<file path="src/rtl/countdown_sequencer_pkg.sv">
// Shared constants for the countdown sequencer: FSM state encoding and default width.
// No logic; latency and backpressure are defined by the modules that import it.
// Kept separate so the controller-side blocks can share the state encoding.
package countdown_sequencer_pkg;

    localparam int N_DEFAULT = 3;

    typedef enum logic [1:0] {
        ST_IDLE = 2'd0,
        ST_RUN  = 2'd1,
        ST_DONE = 2'd2
    } state_e;

endpackage

</file>
<file path="src/rtl/down_counter_core.sv">
// Loadable N-bit down counter with synchronous clear and a zero flag (bout).
// Latency: load/decrement/clear take effect at the next rising edge.
// Backpressure: none internally; the caller gates en with the consumer handshake.
module down_counter_core #(
    parameter int N = 3
) (
    input  logic         clk,
    input  logic         rst,
    input  logic         loadEn,
    input  logic [N-1:0] initCount,
    input  logic         en,
    input  logic         clear,
    output logic [N-1:0] count,
    output logic         bout
);

    logic [N-1:0] count_q;
    logic [N-1:0] count_d;

    always_comb begin
        count_d = count_q;
        if (clear) begin
            count_d = '0;
        end else if (loadEn) begin
            count_d = initCount;
        end else if (en) begin
            count_d = count_q - 1'b1;
        end
    end

    always_ff @(posedge clk or negedge rst) begin
        if (!rst) begin
            count_q <= '0;
        end else begin
            count_q <= count_d;
        end
    end

    assign count = count_q;
    // Zero is terminal: the caller sees bout before it would ever request a decrement past 0.
    assign bout  = ~|count_q;

endmodule

</file>
<file path="src/rtl/countdown_sequencer.sv">
// Streams init_count, init_count-1, ..., 0 to a valid/ready consumer, then pulses done.
// Latency: start accepted at edge k -> first beat valid in cycle k+1; one beat per cycle at full rate.
// Backpressure: count and valid hold while ready=0; valid/last depend only on registered state.
module countdown_sequencer
    import countdown_sequencer_pkg::*;
#(
    parameter int N = N_DEFAULT
) (
    input  logic         clk,
    input  logic         rst,
    input  logic         start,
    input  logic [N-1:0] init_count,
    input  logic         abort,
    input  logic         ready,
    output logic [N-1:0] count,
    output logic         valid,
    output logic         last,
    output logic         busy,
    output logic         done
);

    state_e state_q;
    state_e state_d;

    logic   beat;
    logic   bout;
    logic   load_en;
    logic   dec_en;

    assign valid   = (state_q == ST_RUN);
    assign busy    = (state_q == ST_RUN);
    assign done    = (state_q == ST_DONE);
    assign beat    = valid && ready;
    assign last    = valid && bout;
    assign load_en = start && (state_q == ST_IDLE) && !abort;
    assign dec_en  = beat && !bout;

    down_counter_core #(
        .N (N)
    ) u_core (
        .clk       (clk),
        .rst       (rst),
        .loadEn    (load_en),
        .initCount (init_count),
        .en        (dec_en),
        .clear     (abort),
        .count     (count),
        .bout      (bout)
    );

    always_comb begin
        state_d = state_q;
        if (abort) begin
            state_d = ST_IDLE;
        end else begin
            case (state_q)
                ST_IDLE: if (start)       state_d = ST_RUN;
                ST_RUN:  if (beat && bout) state_d = ST_DONE;
                ST_DONE: state_d = ST_IDLE;
                default: state_d = ST_IDLE;
            endcase
        end
    end

    always_ff @(posedge clk or negedge rst) begin
        if (!rst) begin
            state_q <= ST_IDLE;
        end else begin
            state_q <= state_d;
        end
    end

endmodule
</file>
<file path="config.mk">
export PLATFORM = sky130hd
export DESIGN_NAME = countdown_sequencer
export DESIGN_NICKNAME = d
export VERILOG_FILES = /design/src/rtl/countdown_sequencer_pkg.sv /design/src/rtl/down_counter_core.sv /design/src/rtl/countdown_sequencer.sv
export SDC_FILE = /design/constraint.sdc
export NUM_CORES = 1
export LEC_CHECK = 0
export CORE_AREA = 10 10 47 49
export CTS_CLUSTER_DIAMETER = 40
export DETAILED_ROUTE_END_ITERATION = 12
export DIE_AREA = 0 0 57 59
export SLEW_MARGIN = 20
export SYNTH_ARGS = -nofsm -noshare
export SYNTH_HDL_FRONTEND = slang
export SYNTH_SLANG_ARGS = --single-unit
</file>
<file path="constraint.sdc">
create_clock -name clk -period 1.91 [get_ports clk]
set_input_delay 0.4775 -clock clk [delete_from_list [all_inputs] [get_ports clk]]
set_output_delay 0.4775 -clock clk [all_outputs]
set_load 0.02 [all_outputs]
</file>
## Yosys cells after proc, flatten, opt, wreduce, memory -nomap -nowiden

Cells that the tools add are included.

- Register bits after elaboration: 5
- Bits in latches: 0
- RAM bits: 0
- ROM bits: 0
- Bits of input ports: 8
- Output and inout port bits: 7
- Word-level logic and storage cells: 26
- Memories: 0

- Add/subtract/negate cells: 1
- Multiply operators: 0
- Div/mod/pow operators: 0
- $lt $le $gt $ge: 0
- Equality and inequality tests: 4
- Shifts and indexed selects: 0
- Muxes and demuxes: 7
- Bitwise gates (word level): 0
- Reductions and logical operators: 12

Operators with widths:

| cell | number |
|---|---|
| $mux 3 | 3 |
| $logic_and 1x1->1 | 6 |
| $mux 2 | 3 |
| $pmux 2 s2 | 1 |
| $ne 3x2->1 const B | 1 |
| $ne 3x3->1 const B | 1 |
| $reduce_bool 3->1 | 1 |
| $reduce_or 3->1 | 1 |
| $sub 3x1->3 const B | 1 |
| $eq 2x1->1 const B | 1 |
| $eq 2x2->1 const B | 1 |
| $logic_not 1->1 | 2 |
| $logic_not 2->1 | 1 |
| $reduce_and 2->1 | 1 |

## Depth between registers and ports, before layout

Gate-level depths: netlist of run 1.

- Word-level depth: 6
- Gate-level depth with buffers: 6

## Hierarchy

A second synthesis of run 1 with hierarchy kept.

- Cell total of the unflattened synthesis: 32
- Area total of the unflattened synthesis: 335.3 µm²

By module, submodules not included:

| module | instances | cells an instance | area an instance (µm²) | sequential area each (µm²) |
|---|---|---|---|---|
| down_counter_core | 1 | 20 | 211.5 | 75.1 |
| countdown_sequencer | 1 | 12 | 123.9 | 50.0 |

## Worst setup path after synthesis of run 1

No wires, ideal clock.

- Path type: reg2reg
- Start: register u_core.count_q[0], in the netlist u_core.count[0]
- End: register u_core.count_q[2], in the netlist u_core.count[2]
- Arrival: 1.682 ns
- Required time: 1.820 ns
- Setup slack: 0.138 ns
- Cell stages (with the launch flop): 7
- Path buffers: 0
- Path through: dfrtp_1 -> inv_1 -> ha_1 -> ha_1 -> and4bb_4 -> mux2_4 -> o31ai_4

- Cells in the longest elaborated chain, start to end: 4
- Elaborated cells between the ends (all ways): 7

Ends and longest elaborated chain:

| what | line | text |
|---|---|---|
| start, declared | down_counter_core.sv:17 | `logic [N-1:0] count_q;` |
| start signal, assigned | down_counter_core.sv:35 | `count_q <= count_d;` |
| $sub 3x1->3 | down_counter_core.sv:27 | `count_d = count_q - 1'b1;` |
| $mux 3 | down_counter_core.sv:26 | `end else if (en) begin` |
| $mux 3 | down_counter_core.sv:24 | `end else if (loadEn) begin` |
| $mux 3 | down_counter_core.sv:22 | `if (clear) begin` |

Several ways; a longest one is shown, not always the timed one. The select of a mux whose other input is x is not followed.
A chain may end at the register's enable or synchronous reset.

## Final worst setup path of run 1

- Start: register u_core.count_q[0], in the netlist u_core.count[0]
- End: output port last

- Cells in the longest elaborated chain, start to end: 3

Ends and longest elaborated chain:

| what | line | text |
|---|---|---|
| $reduce_or 3->1 | down_counter_core.sv:41 | `assign bout = ~\|count_q;` |
| $logic_not 1->1 | down_counter_core.sv:41 |  |
| $logic_and 1x1->1 | countdown_sequencer.sv:34 | `assign last = valid && bout;` |
| end, declared | countdown_sequencer.sv:17 | `output logic last,` |

Every way passes these cells.

==> results of run 1 <==
## critical path: stages, from the launching register on
cell	delay [ns]
dfrtp_1	0.33
inv_1	0.06
ha_1	0.19
ha_1	0.18
and2_1	0.14
buf_2	0.16
## state kept, by name, indices dropped and copies added (netlist names)
signal / flops
state_q: 2
u_core.count: 3
## cells in the final DEF (no fill, tap or decap), types with 2 or more instances in the layout
cell and n:
ha_1 2, clkbuf_4 3, buf_4 8, dlygate4sd2_1 3
a21oi_1 3, inv_1 4, dfrtp_1 5, clkdlybuf4s50_1 10
## metal layers
| metal | up-vias | GRT usage | part of all wire |
|---|---|---|---|
| met1 | 127 | 0.0577 | 0.43 |
| met3 | 4 | 0.0451 | 0.090 |
| li1 | 153 | - | - |
| met5 | - | 0 | 0 |
| met4 | 0 | 0.0403 | 0.034 |
| met2 | 14 | 0.0853 | 0.45 |
## repair_timing
item | in CTS | in global routing
gates resized for setup | 7 | 0
buffers inserted | 0 | 0
setup endpoints to repair | 4 | 0
## worst paths after layout
kind | slack [ns] | to | cells past startpoint
setup / recovery | 0.11 | last | 5
hold reg to reg | 0.68 | u_core.count[2] | 3
hold / removal | 0.47 | u_core.count[2] | 1
setup reg to reg | 0.13 | u_core.count[2] | 7
max in group asynchronous | 1.23 | state_q[0] | 1
min in group clk | 0.68 | u_core.count[2] | 3
## cells by family (layout without fill, tap and decap cells)
logic type               count (synthesis)  count (layout)
AND/OR/NAND/NOR                         10              10
AO/OA/AOI/OAI                            6               6
flip-flops                               5               5
buffers and inverters                    5              30
adder cells (fa/ha/maj)                  2               2
multiplexers                             2               2
## final cells by class
| type | instances | area [sq um] | area share |
|---|---|---|---|
| Multi-Input combinational cell | 20 | 180 | 0.323 |
| Sequential cell | 5 | 125 | 0.224 |
| Tap cell | 16 | 20.0 | 0.0359 |
| Timing Repair Buffer | 22 | 191 | 0.343 |
| Inverter | 4 | 15.0 | 0.0269 |
| Clock buffer | 4 | 26.3 | 0.0471 |
## metrics by stage
step	std cells	setup slack, ns	TNS, ns
2_1_floorplan	30	0.138	0
3_3_place_gp	67	-0.0519	-0.0519
3_5_place_dp	67	-0.0631	-0.0631
4_1_cts	71	0.0901	0
5_1_grt	71	0.0331	0
6_report	71	0.111	0
## power by group
group          switching (W)  internal [W]  total, W  leakage [nW]
clock              0.0000501     0.0000794  0.000129        0.0150
combinational      0.0000606     0.0000745  0.000135         0.187
sequential        0.00000365      0.000115  0.000118        0.0666
==> impl_metrics.json, run 1 <==
{
  "drive_above_1_share": 0.291,
  "yosys.area.top_type": "dfrtp_1",
  "ys_seq_elements": 5,
  "vias": 298,
  "gr-total-overflow": 0,
  "syn_area_sq_um": 328,
  "cts_sinks": 5,
  "synth_top_family_by_area": "simple AND/OR/NAND/NOR gates",
  "grt_pass1_vias": 319,
  "yosys.area_share.xor_xnor": 0,
  "powerDensity_mw_per_mm2": 686,
  "dieWidth_microns": 57,
  "rsz0062_at_grt": "false",
  "synth_cell_types": 20,
  "die_h_microns": 59,
  "cp.required_ns": 1.43,
  "antenna_found_initial": 0,
  "final_util": 0.398,
  "post-synth-top-count-cell": "dfrtp_1",
  "via_per_inst": 4.20,
  "n_fill_cell": 143,
  "maxCapViolCount": 0,
  "wl_per_cell_microns": 12.0,
  "critPathCaptureType": "output pin",
  "path_class": "flip-flop to output pin",
  "core_area_sq_mm": 0.00140,
  "row_count": 14,
  "synth_compound_area_frac": 0.156,
  "ys_top_cells_by_area": "dfrtp_1, ha_1, o31ai_4",
  "grt_max_degree": 7,
  "worstReg2RegStart": "u_core.count[0]",
  "hold_slack_ns": 0.466,
  "relSlewSlack": 0.820,
  "drt_iter0_drc": 3,
  "finalSetupViolCount": 0,
  "clk_pin_slew_ns": 0.05,
  "slew_viol_final": 0,
  "muxShareOfSynthArea": 0.0763,
  "dr.pass1.iters": 3,
  "ant_nets": 0,
  "grt_pass1_wl_microns": 1490,
  "ir_drop_uv": 425,
  "worstPathArrival_ns": 1.32,
  "clkLatencyLatePin_ns": 0.25,
  "place_congestion": 0.693,
  "drcViolationCount": 0,
  "htree_levels": 1,
  "clock_skew_ns": 0.00294,
  "post-dp-hpwl_microns": 673,
  "async_reset_ff_frac": 1.00,
  "track_usage": 0.0590,
  "startpoint": "u_core.count[0]",
  "initial_core_util": 0.234,
  "die_area_sq_mm": 0.00336,
  "netlist.area_leader.share": 0.382,
  "syn_nets": 40,
  "synth_edf_count": 0,
  "critPathMaxFanout": 2,
  "n_antenna_cell": 0,
  "placed_cell_area_sq_um": 541,
  "status": "complete, no violations",
  "synth_adder_area_share": 0.0763,
  "period_needed_ns": 1.80,
  "cts_buffers": 3,
  "area_growth_pct": 70.2,
  "power.total_w": 0.000383,
  "cts_hold_buf": 0,
  "min_path_type": "primary input to asynchronous set/reset pin",
  "synth_flop_cell": "dfrtp_1",
  "yosys.area_share.simple": 0.240,
  "pin_count": 15,
  "drt_wl_total_microns": 853,
  "p_leak_nw": 0.269,
  "min_period_over_period": 0.942,
  "worst_setup_path_start_kind": "flip-flop",
  "yosys-top-cells-count": "dfrtp_1, inv_1, a21oi_1",
  "yosys_warnings": 0,
  "clockBufferDepth": 2,
  "fmax_mhz": 556,
  "final_area_sq_um": 558,
  "cts_tree": "built",
  "syn_inst": 30,
  "layout.nets": 66,
  "cts_root_buf": "clkbuf_4",
  "hold_violations": 0,
  "ys_seq_area_frac": 0.382,
  "syn_avg_cell_area_sq_um": 10.9,
  "numPortBuffers": 14,
  "tightest_slew_ns": 0.269
}
No activity file was read; power rests on OpenSTA's default activity.
==> run 2, diff against run 1 <==
--- a/config.mk
+++ b/config.mk
@@ -7,6 +7,7 @@
 export LEC_CHECK = 0
 export CORE_AREA = 10 10 47 49
 export CTS_CLUSTER_DIAMETER = 40
+export CTS_CLUSTER_SIZE = 12
 export DETAILED_ROUTE_END_ITERATION = 12
 export DIE_AREA = 0 0 57 59
 export SLEW_MARGIN = 20
==> results of run 2 <==
No change in the layout: final DEF, timing and power equal those of run 1.
